**config.mk**
```make
export PLATFORM = sky130hd
export DESIGN_NAME = neuron_weighted_sum_flat
export DESIGN_NICKNAME = d
export VERILOG_FILES = /design/src/rtl/neuron_weighted_sum_if.sv /design/src/rtl/neuron_weighted_sum.sv /design/src/flat_wrapper.sv
export SDC_FILE = /design/constraint.sdc
export NUM_CORES = 1
export LEC_CHECK = 0
export CORE_MARGIN = 4
export CORE_UTILIZATION = 42
export DETAILED_ROUTE_END_ITERATION = 16
export PLACE_DENSITY_LB_ADDON = 0.08
export SYNTH_ARGS = -nofsm -noshare
export SYNTH_HDL_FRONTEND = slang
export SYNTH_SLANG_ARGS = --single-unit
export TNS_END_PERCENT = 1
```
**constraint.sdc**
```tcl
create_clock -name clk -period 8.6 [get_ports clk]
set_input_delay 2.15 -clock clk [delete_from_list [all_inputs] [get_ports clk]]
set_output_delay 2.15 -clock clk [all_outputs]
set_load 0.005 [all_outputs]
```
**src/rtl/neuron_weighted_sum_if.sv**
```systemverilog
// Beat/result handshake bundle for neuron_weighted_sum.
// The slave modport is the neuron's view; the master modport is the upstream/downstream driver's view.
interface neuron_weighted_sum_if #(
  parameter int voltage_size = 24,
  parameter int input_size   = 12,
  parameter int weight_size  = 12,
  parameter int bias_size    = 6
);
  logic                           in_valid;
  logic                           in_ready;
  logic signed [input_size-1:0]   input_sample;
  logic signed [weight_size-1:0]  weight;
  logic signed [bias_size-1:0]    bias_in;
  logic                           out_valid;
  logic                           out_ready;
  logic signed [voltage_size-2:0] sum_weights_into_inputs;
  logic signed [bias_size-1:0]    bias;
  logic                           overflow;

  modport slave (
    input  in_valid, input_sample, weight, bias_in, out_ready,
    output in_ready, out_valid, sum_weights_into_inputs, bias, overflow
  );

  modport master (
    output in_valid, input_sample, weight, bias_in, out_ready,
    input  in_ready, out_valid, sum_weights_into_inputs, bias, overflow
  );
endinterface

```
**src/rtl/neuron_weighted_sum.sv**
```systemverilog
// Multiply-accumulate of num_inputs signed (sample, weight) beats with a latched bias.
// Define NEURON_SUM_SATURATE_EN to clamp out-of-range sums instead of wrapping them.
//
// state   | meaning
// IDLE    | waiting for the first beat of an evaluation
// ACCUM   | accumulating beats 2..num_inputs
// DONE    | result valid, held until out_ready
module neuron_weighted_sum #(
  parameter int voltage_size = 24,
  parameter int input_size   = 12,
  parameter int weight_size  = 12,
  parameter int bias_size    = 6,
  parameter int num_inputs   = 8
) (
  input logic                  clk,
  input logic                  reset_n,
  neuron_weighted_sum_if.slave bus
);

  localparam int ACC_W  = voltage_size + 4;
  localparam int PROD_W = input_size + weight_size;
  localparam int OUT_W  = voltage_size - 1;
  localparam int CNT_W  = $clog2(num_inputs + 1);

  localparam logic [1:0] S_IDLE  = 2'd0;
  localparam logic [1:0] S_ACCUM = 2'd1;
  localparam logic [1:0] S_DONE  = 2'd2;

  localparam logic signed [ACC_W-1:0] MAX_V =
    {{(ACC_W-voltage_size+2){1'b0}}, {(voltage_size-2){1'b1}}};
  localparam logic signed [ACC_W-1:0] MIN_V = ~MAX_V;

  logic [1:0]                    r_state;
  logic signed [ACC_W-1:0]       r_acc;
  logic [CNT_W-1:0]              r_count;
  logic signed [bias_size-1:0]   r_bias_lat;
  logic signed [OUT_W-1:0]       r_sum;
  logic signed [bias_size-1:0]   r_bias;
  logic                          r_ovf;

  logic signed [PROD_W-1:0]      w_product;
  logic signed [ACC_W-1:0]       w_prod_ext;
  logic signed [ACC_W-1:0]       w_acc_next;
  logic [CNT_W-1:0]              w_cnt_next;
  logic                          w_first;
  logic                          w_beat;
  logic                          w_last;
  logic                          w_ovf;
  logic signed [OUT_W-1:0]       w_sum_next;

  assign bus.in_ready = reset_n && ((r_state == S_IDLE) || (r_state == S_ACCUM));
  assign w_beat       = bus.in_valid && bus.in_ready;
  assign w_first      = (r_state == S_IDLE);

  assign w_product  = bus.input_sample * bus.weight;
  assign w_prod_ext = {{(ACC_W-PROD_W){w_product[PROD_W-1]}}, w_product};
  assign w_acc_next = w_first ? w_prod_ext : r_acc + w_prod_ext;
  assign w_cnt_next = w_first ? CNT_W'(1) : r_count + CNT_W'(1);
  assign w_last     = (w_cnt_next == CNT_W'(num_inputs));
  assign w_ovf      = (w_acc_next > MAX_V) || (w_acc_next < MIN_V);

`ifdef NEURON_SUM_SATURATE_EN
  always_comb begin
    w_sum_next = w_acc_next[OUT_W-1:0];
    if (w_acc_next > MAX_V)      w_sum_next = MAX_V[OUT_W-1:0];
    else if (w_acc_next < MIN_V) w_sum_next = MIN_V[OUT_W-1:0];
  end
`else
  assign w_sum_next = w_acc_next[OUT_W-1:0];
`endif

  always_ff @(posedge clk) begin
    if (!reset_n) begin
      r_state    <= S_IDLE;
      r_acc      <= '0;
      r_count    <= '0;
      r_bias_lat <= '0;
      r_sum      <= '0;
      r_bias     <= '0;
      r_ovf      <= 1'b0;
    end else begin
      case (r_state)
        S_IDLE, S_ACCUM: begin
          if (w_beat) begin
            r_acc   <= w_acc_next;
            r_count <= w_cnt_next;
            if (w_first) r_bias_lat <= bus.bias_in;
            if (w_last) begin
              r_state <= S_DONE;
              r_sum   <= w_sum_next;
              r_ovf   <= w_ovf;
              // single-beat evaluations never see the latch, so take bias_in directly
              r_bias  <= w_first ? bus.bias_in : r_bias_lat;
            end else begin
              r_state <= S_ACCUM;
            end
          end
        end
        S_DONE: begin
          if (bus.out_ready) begin
            r_state <= S_IDLE;
            r_acc   <= '0;
            r_count <= '0;
          end
        end
        default: r_state <= S_IDLE;
      endcase
    end
  end

  assign bus.out_valid               = (r_state == S_DONE);
  assign bus.sum_weights_into_inputs = r_sum;
  assign bus.bias                    = r_bias;
  assign bus.overflow                = r_ovf;

endmodule

```
**src/flat_wrapper.sv**
```systemverilog
// flat-port wrapper written by rule: the top's interface ports become plain ports
module neuron_weighted_sum_flat 
#(
  parameter int voltage_size = 24,
  parameter int input_size   = 12,
  parameter int weight_size  = 12,
  parameter int bias_size    = 6,
  parameter int num_inputs   = 8
)
  (clk, reset_n, bus_in_valid, bus_input_sample, bus_weight, bus_bias_in, bus_out_ready, bus_in_ready, bus_out_valid, bus_sum_weights_into_inputs, bus_bias, bus_overflow);
  neuron_weighted_sum_if #(.voltage_size(voltage_size), .input_size(input_size), .weight_size(weight_size), .bias_size(bias_size)) bus_i ();
  input logic clk;
  input logic reset_n;
  input wire logic [$bits(bus_i.in_valid)-1:0] bus_in_valid;
  input wire logic [$bits(bus_i.input_sample)-1:0] bus_input_sample;
  input wire logic [$bits(bus_i.weight)-1:0] bus_weight;
  input wire logic [$bits(bus_i.bias_in)-1:0] bus_bias_in;
  input wire logic [$bits(bus_i.out_ready)-1:0] bus_out_ready;
  output wire logic [$bits(bus_i.in_ready)-1:0] bus_in_ready;
  output wire logic [$bits(bus_i.out_valid)-1:0] bus_out_valid;
  output wire logic [$bits(bus_i.sum_weights_into_inputs)-1:0] bus_sum_weights_into_inputs;
  output wire logic [$bits(bus_i.bias)-1:0] bus_bias;
  output wire logic [$bits(bus_i.overflow)-1:0] bus_overflow;
  assign bus_i.in_valid = bus_in_valid;
  assign bus_i.input_sample = bus_input_sample;
  assign bus_i.weight = bus_weight;
  assign bus_i.bias_in = bus_bias_in;
  assign bus_i.out_ready = bus_out_ready;
  assign bus_in_ready = bus_i.in_ready;
  assign bus_out_valid = bus_i.out_valid;
  assign bus_sum_weights_into_inputs = bus_i.sum_weights_into_inputs;
  assign bus_bias = bus_i.bias;
  assign bus_overflow = bus_i.overflow;
  neuron_weighted_sum #(.voltage_size(voltage_size), .input_size(input_size), .weight_size(weight_size), .bias_size(bias_size), .num_inputs(num_inputs)) u_core (.clk(clk), .reset_n(reset_n), .bus(bus_i));
endmodule
```
# Word-level counts from Yosys, hierarchy flattened
# Cells that the tools add are included.
# word_totals
input_bits	34
wordCells	41
register_bits	70
# op_classes
n_reduce_logical	11
n_addsub	2
n_eq_ne	5
n_mux	13
multipliers	1
magnitude_cmp	2
# op_table
op	count
$mux W28	3
$pmux W28 S2	1
$add A28 B24 Y28	1
$gt A28 B23 Y1 const B	1
$lt A28 B23 Y1 const B	1
$mul A12 B12 Y24	1
$mux W4	3
$pmux W4 S2	1
$mux W2	3
$mux W6	1
$reduce_and A3 Y1	2
$add A4 B1 Y4 const B	1
$eq A4 B4 Y1 const B	1
$pmux W2 S2	1
$reduce_and A2 Y1	2
$eq A2 B1 Y1 const B	1
$eq A2 B2 Y1 const B	1
$logic_and A1 B1 Y1	2
$logic_not A2 Y1	1
$logic_or A1 B1 Y1	2
$ne A2 B1 Y1 const B	1
$ne A2 B2 Y1 const B	1
$reduce_bool A2 Y1	1
$reduce_or A2 Y1	1

# Logic depth before layout (Yosys ltp)
# logic_depth
word_depth	6
mapped_depth	32
mapped_depth_nobuf	31

# Worst setup path after synthesis
# OpenSTA, ideal clock, no wires.
# synth_path
path_type	input-to-reg
start	in bus_input_sample[1]
end	reg u_core.r_ovf, in the netlist u_core.bus.overflow
setup_time_ps	120
path_slack_ps	-584
n_path_buf	1
required_ps	8480
path_stages	29
arrival_ps	9064
cell_sequence	clkbuf_1 -> nand2_1 -> fa_1 -> fa_1 -> inv_1 -> fa_1 -> fa_1 -> inv_1 -> fa_1 -> inv_1 -> ha_1 -> or4_1 -> o21ai_0 -> a211oi_1 -> o21ai_0 -> nand2b_1 -> a21o_1 -> a21oi_1 -> xnor2_1 -> ha_1 -> and4_1 -> a221oi_1 -> a31oi_1 -> o21ai_1 -> o211a_1 -> xnor2_1 -> a21o_1 -> or4b_1 -> o31a_1
# synth_via
elab_chain_len	5
word_cells_on_any_way	6
# synth_rtl
element	line	source
start, declared	flat_wrapper.sv:15	input wire logic [$bits(bus_i.input_sample)-1:0] bus_input_sample;
$mul A12 B12 Y24 (*)	neuron_weighted_sum.sv:55	assign w_product = bus.input_sample * bus.weight;
$add A28 B24 Y28	neuron_weighted_sum.sv:57	assign w_acc_next = w_first ? w_prod_ext : r_acc + w_prod_ext;
$mux W28 (*)	neuron_weighted_sum.sv:57	
$gt A28 B23 Y1 / $lt A28 B23 Y1 (equally long branches)	neuron_weighted_sum.sv:60	assign w_ovf = (w_acc_next > MAX_V) || (w_acc_next < MIN_V);
$logic_or A1 B1 Y1 (*)	neuron_weighted_sum.sv:60	
end signal, assigned	neuron_weighted_sum.sv:91	r_ovf <= w_ovf;
end, declared	neuron_weighted_sum.sv:39	logic r_ovf;
# Mark *: on every way between the ends. The rest lies on a longest branch, timed or not.
# A chain may end at the register's enable or synchronous reset.

# Worst setup path in the final report
# layout_path
start	in bus_input_sample[11]
end	reg u_core.r_ovf, in the netlist u_core.bus.overflow
# The elaborated chain is that of the path after synthesis.

==> flow_summary.json <==
{
  "status": "complete, but fails checks",
  "violations": "setup timing",
  "place_congestion": 0.873,
  "design.portCount": 66,
  "grt_start_max_net_pins": 66,
  "grt-ovfl-total": 0,
  "core_area_sq_um": 22800,
  "r2r_start": "u_core.r_acc[0]",
  "slew_violations": 0,
  "ys_seq_area_frac": 0.143,
  "cp_top_family": "adder cells",
  "worst_setup_path_end_kind": "register",
  "postRouteAntennaNets": 0,
  "clkLatencyLatePin_ns": 0.33,
  "crit_path_top_delay_cell": "fa_1",
  "portBuffers": 65,
  "yosys-top-cells-area": "fa_1 28%, dfxtp_1 14%, ha_1 10%",
  "grt_setup_unrepaired": "true",
  "path_common_cell": "fa_1",
  "synth_area_sq_um": 9790,
  "cts_sinks": 70,
  "dp_hpwl_microns": 19600,
  "clkSlewWorstSetupHoldPaths_ns": 0.06,
  "synthesis.nets": 1422,
  "worstHoldStart": "u_core.r_acc[23]",
  "nets": 1657,
  "drc_errors": 0,
  "yosysUniqueCellTypes": 65,
  "clock_skew_ns": 0.00993,
  "clockBufferDepth": 2,
  "async_flop_share": 0,
  "die_height_microns": 161,
  "fin_util": 0.564,
  "hold_class": "register to register",
  "row_count": 55,
  "die_w_microns": 161,
  "cts_tree": "done",
  "antenna_found_initial": 0,
  "synth_top_area_frac": 0.284,
  "cp-startpoint": "bus_input_sample[11]",
  "worst-setup-path-type": "primary input to register",
  "cts_buffers": 9,
  "grt_pass1_vias": 8741,
  "cp-start-kind": "primary input",
  "syn_inst": 1169,
  "yosys_warnings": 0,
  "area_delta_synth_final_pct": 31.3,
  "setup_ws_ns": -0.495,
  "root_buffer": "clkbuf_16",
  "drtIter0Drc": 377,
  "cp.required_ns": 8.82,
  "yosys_most_used_dff": "dfxtp_1",
  "die-area_sq_um": 25800,
  "antenna_cells": 0,
  "period_needed_ns": 9.10,
  "yosys.area.top_type": "fa_1",
  "drt-pass1-iter-count": 5,
  "drv_cap": 0,
  "timing.fmax_ghz": 0.110,
  "grt_usage": 0.198,
  "synth_edf_count": 0,
  "crit_buf_inv": 7,
  "totalWireLength_microns": 25200,
  "num_vias": 8452,
  "htreeDepth": 3,
  "start_util": 0.430,
  "syn_avg_cell_area_sq_um": 8.37,
  "hold_viol": 0,
  "max_stage_delay_ns": 0.54,
  "setup_viol": 3,
  "via_per_inst": 4.91,
  "finalCritPeriodShare": 1.06,
  "cp.arrival_ns": 9.32,
  "wl_per_cell_microns": 14.6,
  "final_cells": 1721,
  "placedCellCount": 1668,
  "ys_ff_latch": 70,
  "max_slew.worst_pin.slew_ns": 0.896,
  "grt_pass1_wl_microns": 42900,
  "drive_above_1_share": 0.233,
  "cp_max_fo": 5,
  "relSlewSlack": 0.402
}
worst min-delay path: cells and delay by family (launching register included):
kind,cells,cell delay (ns)
flops,1,0.31
compound gates,1,0.05
simple gates,1,0.05
path summary, 6_finish.rpt:
| check | slack [ns] | cells after the start | end |
|---|---|---|---|
| hold / removal | 0.46 | 2 | u_core.r_acc[23] |
| setup / recovery | -0.50 | 33 | u_core.bus.overflow |
| hold reg to reg | 0.46 | 2 | u_core.r_acc[23] |
| setup reg to reg | 5.25 | 13 | u_core.bus.overflow |
cell usage in the layout, fill, tap and decap left out, types with 7 or more instances in the layout:
cell / instances
buf_4: 190
inv_1: 187
nand2_1: 154
fa_1: 132
ha_1: 73
dfxtp_1: 70
nor2_1: 55
a21oi_1: 49
and2_1: 44
clkdlybuf4s50_1: 40
o21ai_0: 33
xnor2_1: 23
nor2b_1: 23
o211a_1: 19
nand3_1: 18
a21o_1: 17
a22oi_1: 16
xor2_1: 14
buf_6: 14
o21a_1: 13
nand2b_1: 12
clkbuf_2: 11
nand2_2: 9
clkbuf_16: 9
dlymetal6s2s_1: 9
inv_2: 8
o21ai_1: 8
and3_1: 7
a21boi_0: 7
fa_2: 7
logic make-up after synthesis:
| family | after synthesis | share of synthesized area |
|---|---|---|
| adders and majority gates | 219 | 0.387 |
| AOI/OAI and AO/OA | 219 | 0.154 |
| muxes | 2 | 0.00217 |
| DFF | 70 | 0.143 |
| xor gates and xnor gates | 42 | 0.0376 |
| and+or+nand+nor | 370 | 0.179 |
| buffers and inverters | 247 | 0.0970 |
cell usage after synthesis, types with 4 or more instances:
library cell / count
and2_1: 50
o31ai_1: 4
a21o_1: 17
ha_1: 80
nor3b_1: 6
a21oi_1: 55
xnor2_1: 27
inv_1: 196
xor2_1: 15
nand2_1: 164
dfxtp_1: 70
fa_1: 139
a22oi_1: 16
a211oi_1: 6
clkbuf_1: 44
nor2_1: 61
o21ai_0: 42
o21a_1: 13
a21boi_0: 8
nor4_1: 4
nor2b_1: 24
nand3_1: 18
a22o_1: 6
and3_1: 7
nor3_1: 8
o211a_1: 19
nand2b_1: 13
layer usage:
metal,part of all wire,vias to the layer above,routed length (microns),track usage
li1,-,4229,-,-
met1,0.47,4033,11900,0.284
met2,0.46,168,11700,0.318
met3,0.047,22,1190,0.0305
met4,0.014,0,348,0.0442
met5,0,-,0,0
registers in the layout, indices dropped and copies added (netlist names):
| register | flops |
|---|---|
| u_core.bus.sum_weights_into_inputs | 23 |
| u_core.bus.bias | 6 |
| u_core.r_acc | 28 |
| u_core.r_state | 2 |
| u_core.r_count | 4 |
| u_core.bus.overflow | 1 |
| u_core.r_bias_lat | 6 |
stage by stage:
| stage | hold slack, ns | cell area (sq um) | setup TNS, ns | setup slack [ns] |
|---|---|---|---|---|
| 2_1_floorplan | 0.438 | 9930 | -0.227 | -0.227 |
| 3_3_place_gp | 0.454 | 12100 | -13.10 | -1.06 |
| 3_5_place_dp | 0.448 | 12100 | -15.09 | -1.16 |
| 4_1_cts | 0.465 | 12500 | -2.92 | -0.645 |
| 5_1_grt | 0.477 | 12900 | -3.90 | -0.810 |
| 6_report | 0.457 | 12900 | -0.845 | -0.495 |
timing repair:
item,4_1_cts,5_1_grt
cloned,1,2
endpoints found under the setup margin,24,30
setup buffers,6,29
hold buffers,0,0
gates resized for setup,34,101
pin swaps,13,48
final cells by class:
class                           instances  area [sq um]
Clock inverter                          6          40.0
Tap cell                              313           392
Multi-Input combinational cell        852          7760
Sequential cell                        70          1400
Clock buffer                            9           225
Inverter                              197           743
Fill cell                            2104          9930
Timing Repair Buffer                  274          2290
Power is not shown: default switching activity piles up to over one toggle a cycle in this logic, so the estimate is an artifact.
